File: config.mk
export PLATFORM = sky130hd
export DESIGN_NAME = uart_tx_arbiter_flat
export DESIGN_NICKNAME = d
export VERILOG_FILES = /design/src/rtl/uart_tx_arbiter_pkg.sv /design/src/rtl/uart_tx_arbiter_if.sv /design/src/rtl/uart_tx_arbiter_rr_arbiter.sv /design/src/rtl/uart_tx_arbiter.sv /design/src/flat_wrapper.sv
export SDC_FILE = /design/constraint.sdc
export NUM_CORES = 1
export LEC_CHECK = 0
export ABC_AREA = 1
export CAP_MARGIN = 40
export CORE_MARGIN = 2
export CORE_UTILIZATION = 50
export CTS_CLUSTER_DIAMETER = 50
export CTS_CLUSTER_SIZE = 28
export DETAILED_ROUTE_END_ITERATION = 8
export PLACE_DENSITY = 0.84
export SLEW_MARGIN = 20
export SYNTH_ARGS = -nofsm -noshare
export SYNTH_HDL_FRONTEND = slang
export SYNTH_HIERARCHICAL = 1
export SYNTH_SLANG_ARGS = --single-unit
File: constraint.sdc
create_clock -name aclk -period 4.2 [get_ports aclk]
set_input_delay 0.84 -clock aclk [delete_from_list [all_inputs] [get_ports aclk]]
set_output_delay 0.84 -clock aclk [all_outputs]
set_load 0.01 [all_outputs]
File: src/rtl/uart_tx_arbiter_pkg.sv
// uart_pkg: shared types and constants for the UART TX arbiter slice
//   state_t : arbiter FSM states (IDLE, BUSY)
//   BYTE_W  : width of one UART byte lane
package uart_pkg;
   localparam int BYTE_W = 8;
   typedef enum logic {IDLE, BUSY} state_t;
endpackage

File: src/rtl/uart_tx_arbiter_if.sv
// uart_tx_arbiter_if: AXI-stream bundle between NUM_SRC requesters, the arbiter and uart_tx
//   s_axis_tvalid/tdata/tlast/tready : per-source request side, source i at tdata[8i+7:8i]
//   m_axis_tvalid/tdata/tlast/tready : single byte stream toward uart_tx
//   master : requesters + uart_tx side, slave : the arbiter
interface uart_tx_arbiter_if #(
   parameter int NUM_SRC = 4
);
   import uart_pkg::*;
   logic [NUM_SRC-1:0]        s_axis_tvalid;
   logic [NUM_SRC*BYTE_W-1:0] s_axis_tdata;
   logic [NUM_SRC-1:0]        s_axis_tlast;
   logic [NUM_SRC-1:0]        s_axis_tready;
   logic                      m_axis_tvalid;
   logic [BYTE_W-1:0]         m_axis_tdata;
   logic                      m_axis_tlast;
   logic                      m_axis_tready;
   modport master (
      output s_axis_tvalid, s_axis_tdata, s_axis_tlast, m_axis_tready,
      input  s_axis_tready, m_axis_tvalid, m_axis_tdata, m_axis_tlast
   );
   modport slave (
      input  s_axis_tvalid, s_axis_tdata, s_axis_tlast, m_axis_tready,
      output s_axis_tready, m_axis_tvalid, m_axis_tdata, m_axis_tlast
   );
endinterface

File: src/rtl/uart_tx_arbiter_rr_arbiter.sv
// rr_arbiter: combinational round-robin pick, first requester searched cyclically from last+1
//   req    : request vector
//   last   : index granted most recently
//   winner : chosen index (don't-care when any is low)
//   any    : at least one request present
module rr_arbiter #(
   parameter int N = 4,
   parameter int W = $clog2(N)
) (
   input  logic [N-1:0] req,
   input  logic [W-1:0] last,
   output logic [W-1:0] winner,
   output logic         any
);
   logic [W-1:0] idx;
   always_comb begin
      winner = last;
      idx = '0;
      // scan from the farthest candidate back to last+1 so the nearest requester is written last
      for (int k = N; k >= 1; k--) begin
         idx = W'((int'(last) + k) % N);
         if (req[idx]) winner = idx;
      end
      any = |req;
   end
endmodule

File: src/rtl/uart_tx_arbiter.sv
// uart_tx_arbiter: packet-granular round-robin sharing of one uart_tx byte stream
//   aclk, aresetn : clock, synchronous active-low reset (shared with uart_tx)
//   bus           : slave side of uart_tx_arbiter_if (requesters in, uart_tx out)
//   grant_valid   : a source currently holds the grant
//   grant_id      : current or most recent grant index
//   timeout_pulse : one cycle when a stalled grant is revoked
module uart_tx_arbiter
   import uart_pkg::*;
#(
   parameter  int          NUM_SRC      = 4,
   parameter  int unsigned IDLE_TIMEOUT = 1_250_000,
   localparam int          SRC_ID_W     = $clog2(NUM_SRC)
) (
   input  logic                aclk,
   input  logic                aresetn,
   uart_tx_arbiter_if.slave    bus,
   output logic                grant_valid,
   output logic [SRC_ID_W-1:0] grant_id,
   output logic                timeout_pulse
);
   state_t              state, state_n;
   logic [SRC_ID_W-1:0] last_grant, winner;
   logic [BYTE_W-1:0]   g_data;
   logic [31:0]         idle_cnt;
   logic                any_req, g_valid, g_last, can_load, accept, expire, pkt_end;

   rr_arbiter #(.N(NUM_SRC), .W(SRC_ID_W)) u_rr (
      .req    (bus.s_axis_tvalid),
      .last   (last_grant),
      .winner (winner),
      .any    (any_req)
   );

   assign g_valid  = bus.s_axis_tvalid[grant_id];
   assign g_last   = bus.s_axis_tlast[grant_id];
   assign g_data   = BYTE_W'(bus.s_axis_tdata >> (grant_id * BYTE_W));
   // the single output register may take a new beat when empty or draining this cycle
   assign can_load = !bus.m_axis_tvalid || bus.m_axis_tready;
   assign accept   = (state == BUSY) && g_valid && can_load;
   assign pkt_end  = accept && g_last;
   // an accept in the expiry cycle wins because expire requires the granted tvalid low
   assign expire   = (state == BUSY) && !g_valid && (IDLE_TIMEOUT != 0) && (idle_cnt == IDLE_TIMEOUT - 1);
   assign bus.s_axis_tready = (state == BUSY && can_load) ? (NUM_SRC'(1) << grant_id) : '0;

   always_ff @(posedge aclk) state <= !aresetn ? IDLE : state_n;

   always_comb begin
      state_n = state;
      state_n = (state == IDLE) ? (any_req ? BUSY : IDLE) : ((pkt_end || expire) ? IDLE : BUSY);
   end

   always_ff @(posedge aclk) begin
      if (!aresetn) begin
         bus.m_axis_tvalid <= 1'b0;
         bus.m_axis_tdata  <= '0;
         bus.m_axis_tlast  <= 1'b0;
         grant_valid       <= 1'b0;
         grant_id          <= '0;
         timeout_pulse     <= 1'b0;
         last_grant        <= SRC_ID_W'(NUM_SRC - 1);
         idle_cnt          <= '0;
      end else begin
         timeout_pulse <= expire;
         if (accept) begin
            bus.m_axis_tvalid <= 1'b1;
            bus.m_axis_tdata  <= g_data;
            bus.m_axis_tlast  <= g_last;
         end else if (bus.m_axis_tready) begin
            bus.m_axis_tvalid <= 1'b0;
         end
         if (state == IDLE && any_req) begin
            grant_id    <= winner;
            grant_valid <= 1'b1;
         end
         if (pkt_end || expire) begin
            grant_valid <= 1'b0;
            last_grant  <= grant_id;
         end
         idle_cnt <= (state == IDLE || accept || expire) ? '0
                   : idle_cnt + ((g_valid || IDLE_TIMEOUT == 0) ? 32'd0 : 32'd1);
      end
   end
endmodule

File: src/flat_wrapper.sv
// flat-port wrapper written by rule: the top's interface ports become plain ports
module uart_tx_arbiter_flat import uart_pkg::*;
#(
   parameter  int          NUM_SRC      = 4,
   parameter  int unsigned IDLE_TIMEOUT = 1_250_000,
   localparam int          SRC_ID_W     = $clog2(NUM_SRC)
)
  (aclk, aresetn, grant_valid, grant_id, timeout_pulse, bus_s_axis_tvalid, bus_s_axis_tdata, bus_s_axis_tlast, bus_m_axis_tready, bus_s_axis_tready, bus_m_axis_tvalid, bus_m_axis_tdata, bus_m_axis_tlast);
  uart_tx_arbiter_if #(.NUM_SRC(NUM_SRC)) bus_i ();
  input  logic aclk;
  input  logic aresetn;
  output logic grant_valid;
  output logic [SRC_ID_W-1:0] grant_id;
  output logic timeout_pulse;
  input wire logic [$bits(bus_i.s_axis_tvalid)-1:0] bus_s_axis_tvalid;
  input wire logic [$bits(bus_i.s_axis_tdata)-1:0] bus_s_axis_tdata;
  input wire logic [$bits(bus_i.s_axis_tlast)-1:0] bus_s_axis_tlast;
  input wire logic [$bits(bus_i.m_axis_tready)-1:0] bus_m_axis_tready;
  output wire logic [$bits(bus_i.s_axis_tready)-1:0] bus_s_axis_tready;
  output wire logic [$bits(bus_i.m_axis_tvalid)-1:0] bus_m_axis_tvalid;
  output wire logic [$bits(bus_i.m_axis_tdata)-1:0] bus_m_axis_tdata;
  output wire logic [$bits(bus_i.m_axis_tlast)-1:0] bus_m_axis_tlast;
  assign bus_i.s_axis_tvalid = bus_s_axis_tvalid;
  assign bus_i.s_axis_tdata = bus_s_axis_tdata;
  assign bus_i.s_axis_tlast = bus_s_axis_tlast;
  assign bus_i.m_axis_tready = bus_m_axis_tready;
  assign bus_s_axis_tready = bus_i.s_axis_tready;
  assign bus_m_axis_tvalid = bus_i.m_axis_tvalid;
  assign bus_m_axis_tdata = bus_i.m_axis_tdata;
  assign bus_m_axis_tlast = bus_i.m_axis_tlast;
  uart_tx_arbiter #(.NUM_SRC(NUM_SRC), .IDLE_TIMEOUT(IDLE_TIMEOUT)) u_core (.aclk(aclk), .aresetn(aresetn), .bus(bus_i), .grant_valid(grant_valid), .grant_id(grant_id), .timeout_pulse(timeout_pulse));
endmodule
==> summary.md <==
| Metric | Value |
|---|---|
| Max stage delay on crit path | 0.59 ns |
| Initial drt markers | 175 |
| Clock Latency Late Sink | 0.31 ns |
| Setup Buffers After CTS | 0 |
| Die area | 6880 um^2 |
| CTS HTree Levels | 2 |
| Clock skew | 0.00679 ns |
| Gp weighted congestion | 0.883 |
| Critical-path cell list | clkdlybuf4s50_1 -> inv_1 -> nand2_1 -> nand2_1 -> nor3_1 -> clkdlybuf4s50_1 |
| Worst Path Buf+Inv | 3 |
| Ports | 61 |
| Max VDD drop | 211 uV |
| Most common cell after layout, fill and taps aside | nand2_1 |
| Die Span X | 83.0 um |
| Wirelength per Cell | 12.2 um |
| Max Cap Violations | 0 |
| Post-route ant nets | 0 |
| Sw frac | 35.8% |
| Int Power | 0.899 mW |
| Sink Count | 49 |
| Post-route met1 wirelength | 3390 um |
| Starting density of the core | 52.0% |
| Std-Cell Core Area | 5990 um^2 |
| Met2 wire len | 3740 um |
| I/O Buffers | 60 |
| Final wirelength | 7840 um |
| CTS Buffer Depth | 2 |
| Slew headroom | 55.4% |
| CP Max Fanout | 5 |
| Crit path arrival time | 2.37 ns |
| Warnings from Yosys | 6 |
| Post-synthesis sequential area ratio | 31.5% |
| Setup TNS | 0 ns |
| Drc violations | 0 |
| Status | finished, final reports clean |
| Final Max Tran Viols | 0 |
| Setup crit end kind | output port |
| Mapped Cells | 508 |
| Largest net degree at the start of global routing | 33 |
| Post-Synthesis Cell Area | 3120 um^2 |
| Clock share of power | 24.3% |
| Crit-path slowest cell | clkdlybuf4s50_1 |
| Final Core Density | 64.2% |
| Number of global-route vias before repair | 3055 |
| Synth-to-Final Area Change | 23.3% |
| Power Total | 1.40 mW |
| Cts bufs inserted | 5 |
| Via count | 3207 |
| Initial antenna violation count | 0 |
| Vias per cell | 5.00 |
| Sw power | 0.501 mW |
| Max Fclk | 312 MHz |
| Hold Vio Cnt, Final | 0 |
| Final setup viols | 0 |
| RSZ-0062 raised after global routing | false |
| Post-DP HPWL | 6190 um |
| CTS clk-pin slew, worst paths | 0.09 ns |
| Syn Area/Cell | 6.14 um^2 |
| CTS tree | yes |
| Nets@finish | 611 |
| Commonest cells after routing, fill and taps aside | nand2_1, nor2_1, clkdlybuf4s50_1 |
| Critical setup path kind | primary input to output port |
| Detailed Routing Iterations Pass 1 | 4 |
| Synthesized Nets | 554 |
| Post-CTS Resized | 0 |
| Die H | 83.0 um |
| Overall routing resource usage | 23.2% |
| Antenna diodes | 0 |
| Top sig layer | met4 |
| Global-route wire length before repair | 13300 um |
| P_leak | 1.54 nW |
| Layout cell share with drive strength beyond 1 | 7.95% |
| Final setup margin | 0.990 ns |
| Grt ovf | 0 |
| CP startpoint kind | primary input |
| Tmin final | 3.21 ns |
| Worst Hold Class | flip-flop to flip-flop |
| PwrDens | 364 nW/um^2 |
| Crit share post-route | 76.4% |
| Top delay family on crit path | buffers and inverters |
| CTS root buf | clkbuf_8 |
| Worst Path Required | 3.36 ns |
| Pre-CTS setup slack | 0.984 ns |
| FP Rows | 28 |
| Worst-margin pin slew | 0.667 ns |
| Worst hold slack | 0.478 ns |
| #FFs+latches synth | 49 |
| Cts hold-fix bufs | 0 |
| DR WL met3 | 585 um |
| Post-synth cell types | 32 |
| Reg power frac | 40.2% |
| Logic pwr share | 35.5% |
-- stage by stage --
stage	area, um^2	instances
global placement	3730	633
floorplan	3120	508
CTS	3840	641
finish	3840	641
global route	3840	641
detailed placement	3730	633
-- cell type report --
| type | count | area [um^2] |
|---|---|---|
| Fill cell | 581 | 2150 |
| Multi-Input combinational cell | 387 | 1820 |
| Sequential cell | 49 | 981 |
| Timing Repair Buffer | 60 | 601 |
| Inverter | 62 | 240 |
| Tap cell | 75 | 93.8 |
| Clock buffer | 6 | 72.6 |
| Clock inverter | 2 | 38.8 |
-- cell families (layout without fill, tap and decap cells) --
family	count (synthesis)	in the layout	share of synthesized area, %
adders and majority gates	3	3	1.20
AOI/OAI and AO/OA	33	33	5.54
buffers and inverters	72	130	10.2
xor gates and xnor gates	19	19	5.34
and+or+nand+nor	332	332	46.2
DFF	49	49	31.5
-- sequential cells by signal, indices dropped and copies added (netlist names) --
signal / count
u_core/bus.m_axis_tvalid: 1
u_core/last_grant: 2
u_core/bus.m_axis_tdata: 8
u_core/timeout_pulse: 1
u_core/state: 1
u_core/bus.m_axis_tlast: 1
u_core/idle_cnt: 32
u_core/grant_valid: 1
u_core/grant_id: 2
-- power groups by stage --
| stage | logic (mW) | registers (mW) | clock network, mW |
|---|---|---|---|
| after CTS | 0.498 | 0.564 | 0.344 |
| final | 0.497 | 0.564 | 0.340 |
| after detailed placement | 0.497 | 0.574 | 0 |
| after floorplan | 0.343 | 0.560 | 0 |
| after global placement | 0.488 | 0.573 | 0 |
| after global routing | 0.565 | 0.573 | 0.356 |
-- synthesized netlist by cell type --
cell type / n / area [um^2]
a21oi_1: 20 / 100
nand2_4: 1 / 11.3
nand3b_4: 1 / 20.0
nand3_2: 1 / 10.0
xor2_1: 14 / 123
nor3_2: 1 / 10.0
nor3_1: 22 / 110
buf_2: 3 / 15.0
nand2_2: 9 / 56.3
buf_6: 4 / 45.0
nand3_1: 31 / 155
nor2_1: 77 / 289
inv_2: 3 / 11.3
clkbuf_1: 1 / 3.75
o21ai_1: 3 / 15.0
o211ai_1: 1 / 7.51
and2_1: 1 / 6.26
xnor2_1: 5 / 43.8
clkinv_1: 1 / 3.75
inv_6: 1 / 8.76
inv_4: 1 / 6.26
ha_1: 3 / 37.5
nor3_4: 1 / 16.3
and3_1: 1 / 6.26
o21bai_1: 2 / 15.0
buf_4: 2 / 15.0
o21ai_0: 7 / 35.0
dfxtp_1: 49 / 981
inv_1: 56 / 210
nor2_2: 19 / 119
nand2_1: 165 / 619
nand4_1: 2 / 12.5
-- tightest hold or removal path, cell delays in order (launching register included) --
cell,delay [ns]
dfxtp_1,0.32
nand2_1,0.06
a21oi_1,0.06
-- path summary, 6_finish.rpt --
kind,cells after the start,to,startpoint,slack (ns)
hold reg to reg,2,u_core/bus.m_axis_tlast,u_core/bus.m_axis_tlast,0.48
setup / recovery,6,bus_s_axis_tready[2],bus_m_axis_tready,0.99
setup reg to reg,15,u_core/idle_cnt[26],u_core/grant_id[0],1.40
hold / removal,2,u_core/bus.m_axis_tlast,u_core/bus.m_axis_tlast,0.48
-- per-layer routing --
layer / up-vias / global-route usage [%]
met4: 0 / 7.45
met5: - / 0
li1: 1682 / -
met3: 10 / 6.46
met1: 1401 / 26.8
met2: 114 / 41.1
No activity file was read; power rests on OpenSTA's default activity.
